[config.mk]
export PLATFORM = sky130hd
export DESIGN_NAME = zuc_stream_gen
export DESIGN_NICKNAME = d
export VERILOG_FILES = /design/src/rtl/zuc_stream_gen.sv
export SDC_FILE = /design/constraint.sdc
export NUM_CORES = 2
export LEC_CHECK = 0
export BUFFER_PORTS_ARGS = -buffer_cell sky130_fd_sc_hd__buf_2
export CELL_PAD_IN_SITES_DETAIL_PLACEMENT = 0
export CELL_PAD_IN_SITES_GLOBAL_PLACEMENT = 1
export CORE_ASPECT_RATIO = 1.5
export CORE_MARGIN = 4
export CORE_UTILIZATION = 47
export DETAILED_ROUTE_END_ITERATION = 6
export PLACE_DENSITY = 0.79
export SYNTH_ARGS = -nofsm -noshare
export SYNTH_HDL_FRONTEND = slang
export SYNTH_SLANG_ARGS = --single-unit
[constraint.sdc]
create_clock -name clk -period 27.5 [get_ports clk]
set_input_delay 4.125 -clock clk [delete_from_list [all_inputs] [get_ports clk]]
set_output_delay 4.125 -clock clk [all_outputs]
set_load 0.01 [all_outputs]
[src/rtl/zuc_stream_gen.sv]
// ZUC-128 keystream generator: key/IV config handshake, init/warm-up phases, then one 32-bit
// keystream word per accepted valid/ready beat, with word count, last flag and abort.
module zuc_stream_gen #(
  parameter int unsigned INIT_ROUNDS = 32,
  parameter int unsigned LEN_W       = 16
) (
  input  logic             clk,
  input  logic             rstn,
  input  logic             cfg_valid,
  output logic             cfg_ready,
  input  logic [127:0]     key,
  input  logic [127:0]     iv,
  input  logic [LEN_W-1:0] num_words,
  input  logic             abort,
  output logic             z_valid,
  input  logic             z_ready,
  output logic [31:0]      z_data,
  output logic             z_last,
  output logic             busy,
  output logic             done
);

  localparam int unsigned RW = $clog2(INIT_ROUNDS + 1);

  // Row 0 is the most significant 128 bits, so S[x] sits at bit offset 8*(255-x).
  localparam logic [2047:0] S0_TAB = {
    128'h3e725b47cae0003304d1549809b96dcb,
    128'h7b1bf932af9d6aa5b82dfc1d08530390,
    128'h4d4e8499e4ced991ddb685488b296eac,
    128'hcdc1f81e734369c6b5bdfd396320d438,
    128'h767db2a7cfed57c5f32cbb142106559b,
    128'he3ef5e314f7f5aa40d8251495fba581c,
    128'h4a16d517a892241f8cffd8ae2e01d3ad,
    128'h3b4bda46ebc9de9a8f87d73a806f2fc8,
    128'hb1b437f70a2213287ccc3c89c7c39656,
    128'h07bf7ef00b2b975235417961a64c10fe,
    128'hbc2695888ab0a3fbc01894f2e1e5e95d,
    128'hd0dc1166645cec59427512f5749caa23,
    128'h0e86abbe2a02e767e644a26cc2939ff1,
    128'hf6fa36d250689e6271153dd640c4e20f,
    128'h8e83776b25053f0c30ea70b7a1e8a965,
    128'h8d271adb81b3a0f4457a19dfee783460
  };

  localparam logic [2047:0] S1_TAB = {
    128'h55c263713bc847869f3cda5b29aafd77,
    128'h8cc5940ca61a1300e3a8167240f9f842,
    128'h4426689681d9453e1076c6a78b3943e1,
    128'h3ab5562ac06db3052266bfdc0bfa6248,
    128'hdd20110636c9c1cff62752bb69f5d487,
    128'h7f844cd29c57a4bc4f9adffed68d7aeb,
    128'h2b53d85ca11417fb23d57d3067730809,
    128'heeb7703f61b2198e4ee54b938f5ddba9,
    128'hadf1ae2ecb0dfcf42d466e1d97e8d1e9,
    128'h4d37a5755e839eab829db91ce0cd4989,
    128'h01b6bd5824a25f387899159050b895e4,
    128'hd091c7ceed0fb46fa0ccf0024a79c3de,
    128'ha3efea51e66b18ec1b2c80f774e7ff21,
    128'h5a6a541e41319235c433070aba7e0e34,
    128'h88b1987cf33d606c7bcad31f32650428,
    128'h64be859b2f598ad7b025acaf1203e2f2
  };

  // Element i holds d_i.
  localparam logic [15:0][14:0] D_TAB = {
    15'h47AC, 15'h789A, 15'h3C4D, 15'h5E26, 15'h1AF1, 15'h6BC4, 15'h2F13, 15'h4D78,
    15'h09AF, 15'h7135, 15'h35E2, 15'h5789, 15'h135E, 15'h626B, 15'h26BC, 15'h44D7
  };

  function automatic logic [7:0] sb0(input logic [7:0] x);
    logic [10:0] idx;
    idx = {~x, 3'b000};
    return S0_TAB[idx +: 8];
  endfunction

  function automatic logic [7:0] sb1(input logic [7:0] x);
    logic [10:0] idx;
    idx = {~x, 3'b000};
    return S1_TAB[idx +: 8];
  endfunction

  function automatic logic [31:0] sbox32(input logic [31:0] x);
    return {sb0(x[31:24]), sb1(x[23:16]), sb0(x[15:8]), sb1(x[7:0])};
  endfunction

  function automatic logic [31:0] rol32(input logic [31:0] x, input int unsigned k);
    return (x << k) | (x >> (32 - k));
  endfunction

  function automatic logic [31:0] lin1(input logic [31:0] x);
    return x ^ rol32(x, 2) ^ rol32(x, 10) ^ rol32(x, 18) ^ rol32(x, 24);
  endfunction

  function automatic logic [31:0] lin2(input logic [31:0] x);
    return x ^ rol32(x, 8) ^ rol32(x, 14) ^ rol32(x, 22) ^ rol32(x, 30);
  endfunction

  // Multiplication by 2^k modulo 2^31-1 is a 31-bit rotate.
  function automatic logic [30:0] rot31(input logic [30:0] x, input int unsigned k);
    return (x << k) | (x >> (31 - k));
  endfunction

  function automatic logic [30:0] addm(input logic [30:0] a, input logic [30:0] b);
    logic [31:0] t;
    t = {1'b0, a} + {1'b0, b};
    return t[30:0] + {30'd0, t[31]};
  endfunction

  typedef enum logic [2:0] {StIdle, StInit, StWarm, StGen, StDone} state_e;

  state_e            state_q, state_d;
  logic [15:0][30:0] s_q, s_d;
  logic [31:0]       r1_q, r1_d, r2_q, r2_d;
  logic [RW-1:0]     round_q, round_d;
  logic [LEN_W-1:0]  cnt_q, cnt_d, num_q, num_d;

  logic [15:0][7:0]  key_b, iv_b;
  logic [31:0]       x0, x1, x2, x3, w, w1, w2, r1_f, r2_f;
  logic [30:0]       v, s16_init_raw, s16_init, s16_work;

  assign key_b = key;
  assign iv_b  = iv;

  // Bit reorganisation and nonlinear function F on the current state.
  assign x0 = {s_q[15][30:15], s_q[14][15:0]};
  assign x1 = {s_q[11][15:0], s_q[9][30:15]};
  assign x2 = {s_q[7][15:0], s_q[5][30:15]};
  assign x3 = {s_q[2][15:0], s_q[0][30:15]};

  assign w    = (x0 ^ r1_q) + r2_q;
  assign w1   = r1_q + x1;
  assign w2   = r2_q ^ x2;
  assign r1_f = sbox32(lin1({w1[15:0], w2[31:16]}));
  assign r2_f = sbox32(lin2({w2[15:0], w1[31:16]}));

  assign v = addm(addm(addm(addm(addm(s_q[0], rot31(s_q[0], 8)), rot31(s_q[4], 20)),
                            rot31(s_q[10], 21)), rot31(s_q[13], 17)), rot31(s_q[15], 15));

  assign s16_init_raw = addm(v, w[31:1]);
  assign s16_init     = (s16_init_raw == '0) ? '1 : s16_init_raw;
  assign s16_work     = (v == '0) ? '1 : v;

  always_comb begin
    state_d = state_q;
    s_d     = s_q;
    r1_d    = r1_q;
    r2_d    = r2_q;
    round_d = round_q;
    cnt_d   = cnt_q;
    num_d   = num_q;
    case (state_q)
      StIdle: begin
        if (cfg_valid) begin
          for (int unsigned i = 0; i < 16; i++) begin
            s_d[i] = {key_b[15-i], D_TAB[i], iv_b[15-i]};
          end
          r1_d    = '0;
          r2_d    = '0;
          num_d   = num_words;
          round_d = '0;
          cnt_d   = '0;
          state_d = StInit;
        end
      end
      StInit: begin
        r1_d    = r1_f;
        r2_d    = r2_f;
        s_d     = {s16_init, s_q[15:1]};
        round_d = round_q + RW'(1);
        if (round_q == RW'(INIT_ROUNDS - 1)) state_d = StWarm;
      end
      StWarm: begin
        r1_d    = r1_f;
        r2_d    = r2_f;
        s_d     = {s16_work, s_q[15:1]};
        state_d = (num_q == '0) ? StDone : StGen;
      end
      StGen: begin
        if (z_ready) begin
          r1_d  = r1_f;
          r2_d  = r2_f;
          s_d   = {s16_work, s_q[15:1]};
          cnt_d = cnt_q + LEN_W'(1);
          if (z_last) state_d = StDone;
        end
      end
      StDone:  state_d = StIdle;
      default: state_d = StIdle;
    endcase

    // Abort overrides everything, including a final handshake; DONE is already completing.
    if (abort && (state_q inside {StInit, StWarm, StGen})) begin
      state_d = StIdle;
      s_d     = '0;
      r1_d    = '0;
      r2_d    = '0;
      round_d = '0;
      cnt_d   = '0;
    end
  end

  always_ff @(posedge clk or negedge rstn) begin
    if (!rstn) begin
      state_q <= StIdle;
      s_q     <= '0;
      r1_q    <= '0;
      r2_q    <= '0;
      round_q <= '0;
      cnt_q   <= '0;
      num_q   <= '0;
    end else begin
      state_q <= state_d;
      s_q     <= s_d;
      r1_q    <= r1_d;
      r2_q    <= r2_d;
      round_q <= round_d;
      cnt_q   <= cnt_d;
      num_q   <= num_d;
    end
  end

  assign cfg_ready = (state_q == StIdle);
  assign z_valid   = (state_q == StGen);
  assign busy      = (state_q inside {StInit, StWarm, StGen});
  assign done      = (state_q == StDone);
  assign z_last    = z_valid && (cnt_q == num_q - LEN_W'(1));
  assign z_data    = z_valid ? (w ^ x3) : '0;

endmodule
==> flow_metrics.py <==
metrics = {
    "setup_path": {
        "setup.worst_path.end_class": "flip-flop",
        "worst_path_largest_cell_delay_ns": 0.45,
        "critical_path_arrival_ns": 26.44,
        "worst-setup-path-type": "reg -> reg",
        "type_of_element_launching_the_critical_path": "flip-flop",
        "cp_required_ns": 28.08,
        "critical_path.most_common_cell": "sky130_fd_sc_hd__ha_1",
        "max_fanout_on_critical_path": 8,
        "crit_slowest_cell": "sky130_fd_sc_hd__o311ai_2",
    },
    "place": {
        "dpl_worst_slack_ns": 0.228,
        "gpl.final_weighted_congestion": 1.07,
        "dpl_hpwl_mm": 263,
        "port_buffers": 313,
        "place.detailed.instances": 11400,
    },
    "global_routing": {
        "grt_overflow_total": 0,
        "antenna_found_initial": 45,
        "first_pass_grt_wire_length_mm": 520,
        "grt_util_all_layers": 0.443,
        "grt_pass1_vias": 77400,
        "largest_net_degree_at_the_start_of_global_routing": 235,
    },
    "yosys": {
        "ys_ff_latch": 601,
        "post_synth_instance_area_um2": 70100,
        "synthMostInstantiatedCell": "sky130_fd_sc_hd__nand2_1",
        "synthesis.instances": 9720,
        "synth-main-ff-cell": "sky130_fd_sc_hd__dfrtp_1",
        "synth.lib_cells_used.distinct": 117,
        "count_of_flip_flops_with_a_built_in_enable_after_synthesis": 0,
        "yosysSeqAreaShare": 0.214,
        "yosysTopAreaCellShare": 0.214,
        "synth_async_sr_flop_share": 1.00,
        "post_synth_main_area_contributors": "sky130_fd_sc_hd__dfrtp_1 (21%), sky130_fd_sc_hd__a21oi_1 (6.7%), sky130_fd_sc_hd__nand2_1 (6.4%), sky130_fd_sc_hd__o21ai_0 (6.3%), sky130_fd_sc_hd__ha_1 (6.0%)",
        "synthesized_nets": 10300,
        "synth_top_cell_by_area": "sky130_fd_sc_hd__dfrtp_1",
        "synth_top_cells_by_count": "sky130_fd_sc_hd__nand2_1 (1203), sky130_fd_sc_hd__a21oi_1 (944), sky130_fd_sc_hd__o21ai_0 (877)",
        "yosys_warnings": 0,
        "synth.avg_cell_area_um2": 7.21,
    },
    "timing": {
        "clock.fmax_ghz": 0.0387,
        "pin_slew_with_the_least_headroom_to_its_limit_ns": 1.51,
        "finalCriticalPeriod_ns": 25.85,
        "finalClockSkew_ns": 0.0292,
        "final-hold-violation-count": 0,
        "fin_hold_ws_ns": 0.460,
        "post_route_worst_setup_slack_ns": 1.65,
        "final_min_period_over_clock_period": 0.940,
        "final-setup-viol-count": 0,
        "timing.max_slew.rel_slack": -0.00751,
        "slew_violations": 33,
    },
    "clock_network": {
        "count_of_hold_fix_buffers_inserted_at_cts": 0,
        "cts_max_path_buffers": 3,
        "clk-insertion-delay-late_ns": 0.69,
        "cts_tree": "yes",
        "clkSlewWorstSetupHoldPaths_ns": 0.07,
        "htree_num_levels": 3,
        "numCtsBuffers": 67,
        "root_buffer": "sky130_fd_sc_hd__clkbuf_16",
        "clock-sinks": 601,
    },
    "floorplan": {
        "placeableCoreArea_um2": 148000,
        "floorplan.initialDensity": 0.473,
        "io_pins": 314,
        "die_area_um2": 156000,
        "core.rowCount": 173,
        "fp.dieH_um": 481,
        "die_x_um": 323,
    },
    "drt": {
        "totalWireLength_mm": 360,
        "detail_route.vias_per_cell": 7.11,
        "ant_nets": 0,
        "first_pass_iters": 7,
        "drc_errors": 24,
        "initialDrtViolationCount": 12400,
        "route.detailed.wl_per_inst_um": 31.0,
        "via_count": 82500,
    },
    "run_status": {
        "run_status": "finished, violations left",
        "violations": "DRC, slew limit",
    },
    "final_layout": {
        "final_cells": 11600,
        "area_delta_synth_final_pct": 9.41,
        "postLayoutCoreUtil": 0.517,
        "layout.nets": 10200,
        "drive_above_1_share": 0.101,
    },
    "worst_hold_path": {
        "hold_class": "reg -> reg",
    },
    "flow_run": {
        "maxCapViolCount": 0,
    },
}
[per-stage QoR]
step / instance area (um^2) / setup TNS, ns
after floorplan: 70100 / 0
after global placement: 74100 / 0
after detailed placement: 74100 / 0
after CTS: 76300 / 0
after global routing: 76700 / -7.66
final: 76700 / 0
[area by class of cell]
| type | count | area (um^2) |
|---|---|---|
| diodes | 34 | 85.1 |
| clock buffers | 82 | 1800 |
| clock inverters | 38 | 427 |
| fillers | 14800 | 71500 |
| inverters | 151 | 568 |
| multi-input cells | 8160 | 52500 |
| flip-flops and latches | 601 | 15000 |
| well taps | 1925 | 2410 |
| repair buffers | 618 | 3930 |
[routing by layer]
| layer | routed length, um | share of wire | up-vias | global-route usage |
|---|---|---|---|---|
| met5 | 108 | 0.00030 | - | 0.000313 |
| li1 | - | - | 35900 | - |
| met1 | 121000 | 0.33 | 39100 | 0.479 |
| met2 | 163000 | 0.45 | 5704 | 0.714 |
| met3 | 34300 | 0.095 | 1819 | 0.101 |
| met4 | 42600 | 0.12 | 16 | 0.414 |
[worst max-delay path, delay by kind of cell, from the launching register on]
| family | cells | cell delay, ns |
|---|---|---|
| AOI/OAI and AO/OA | 73 | 13.87 |
| and+or+nand+nor | 42 | 5.99 |
| adders and majority gates | 16 | 4.03 |
| buffers and inverters | 5 | 0.74 |
| xor gates and xnor gates | 4 | 0.64 |
| DFF | 1 | 0.41 |
[state kept, by name, indices dropped and copies added (netlist names)]
signal   flops
r2_q        32
num_q       16
round_q      6
s_q        496
cnt_q       16
r1_q        32
state_q      3
[cell families after synthesis]
| group | Yosys count | share of synthesized area |
|---|---|---|
| AOI/OAI and AO/OA | 3565 | 0.330 |
| xor gates and xnor gates | 704 | 0.0944 |
| adders and majority gates | 348 | 0.0629 |
| buffers and inverters | 959 | 0.0517 |
| DFF | 601 | 0.214 |
| muxes | 49 | 0.00840 |
| and+or+nand+nor | 3494 | 0.238 |
[worst paths after layout]
path	slack, ns	cells after the start	endpoint	from
min in group asynchronous	3.48	1	s_q[97]	rstn
worst min register to register	0.46	2	s_q[201]	s_q[201]
worst max register to register	1.65	140	s_q[473]	s_q[1]
worst max-delay path	1.65	140	s_q[473]	s_q[1]
max in group asynchronous	20.95	4	s_q[173]	rstn
worst min-delay path	0.46	2	s_q[201]	s_q[201]
[placed cells by master (no fill, tap or decap), drive strengths merged, types with 35 or more instances in the layout]
cell / n
xnor2: 447
a2111oi: 36
nand2b: 119
o221ai: 72
a221oi: 65
or3: 55
a22o: 62
o31ai: 50
a21o: 108
xor2: 225
o311ai: 112
nor3b: 261
a22oi: 52
o22a: 64
a311oi: 110
and3: 84
inv: 158
o21ai: 881
nor2: 805
a211oi: 168
nand3: 323
o22ai: 82
a21oi: 946
nor2b: 84
o21a: 48
o2111ai: 35
and2: 68
nand2: 1204
dfrtp: 601
buf: 616
clkbuf: 84
nor3: 263
nor4: 51
a31oi: 222
o211ai: 152
nand4: 67
ha: 338
[repair_timing]
action,4_1_cts,5_1_grt
buffers inserted,0,10
endpoints found under the setup margin,0,31
resized for setup,0,53
Power is not shown: default switching activity piles up to over one toggle a cycle in this logic, so the estimate is an artifact.
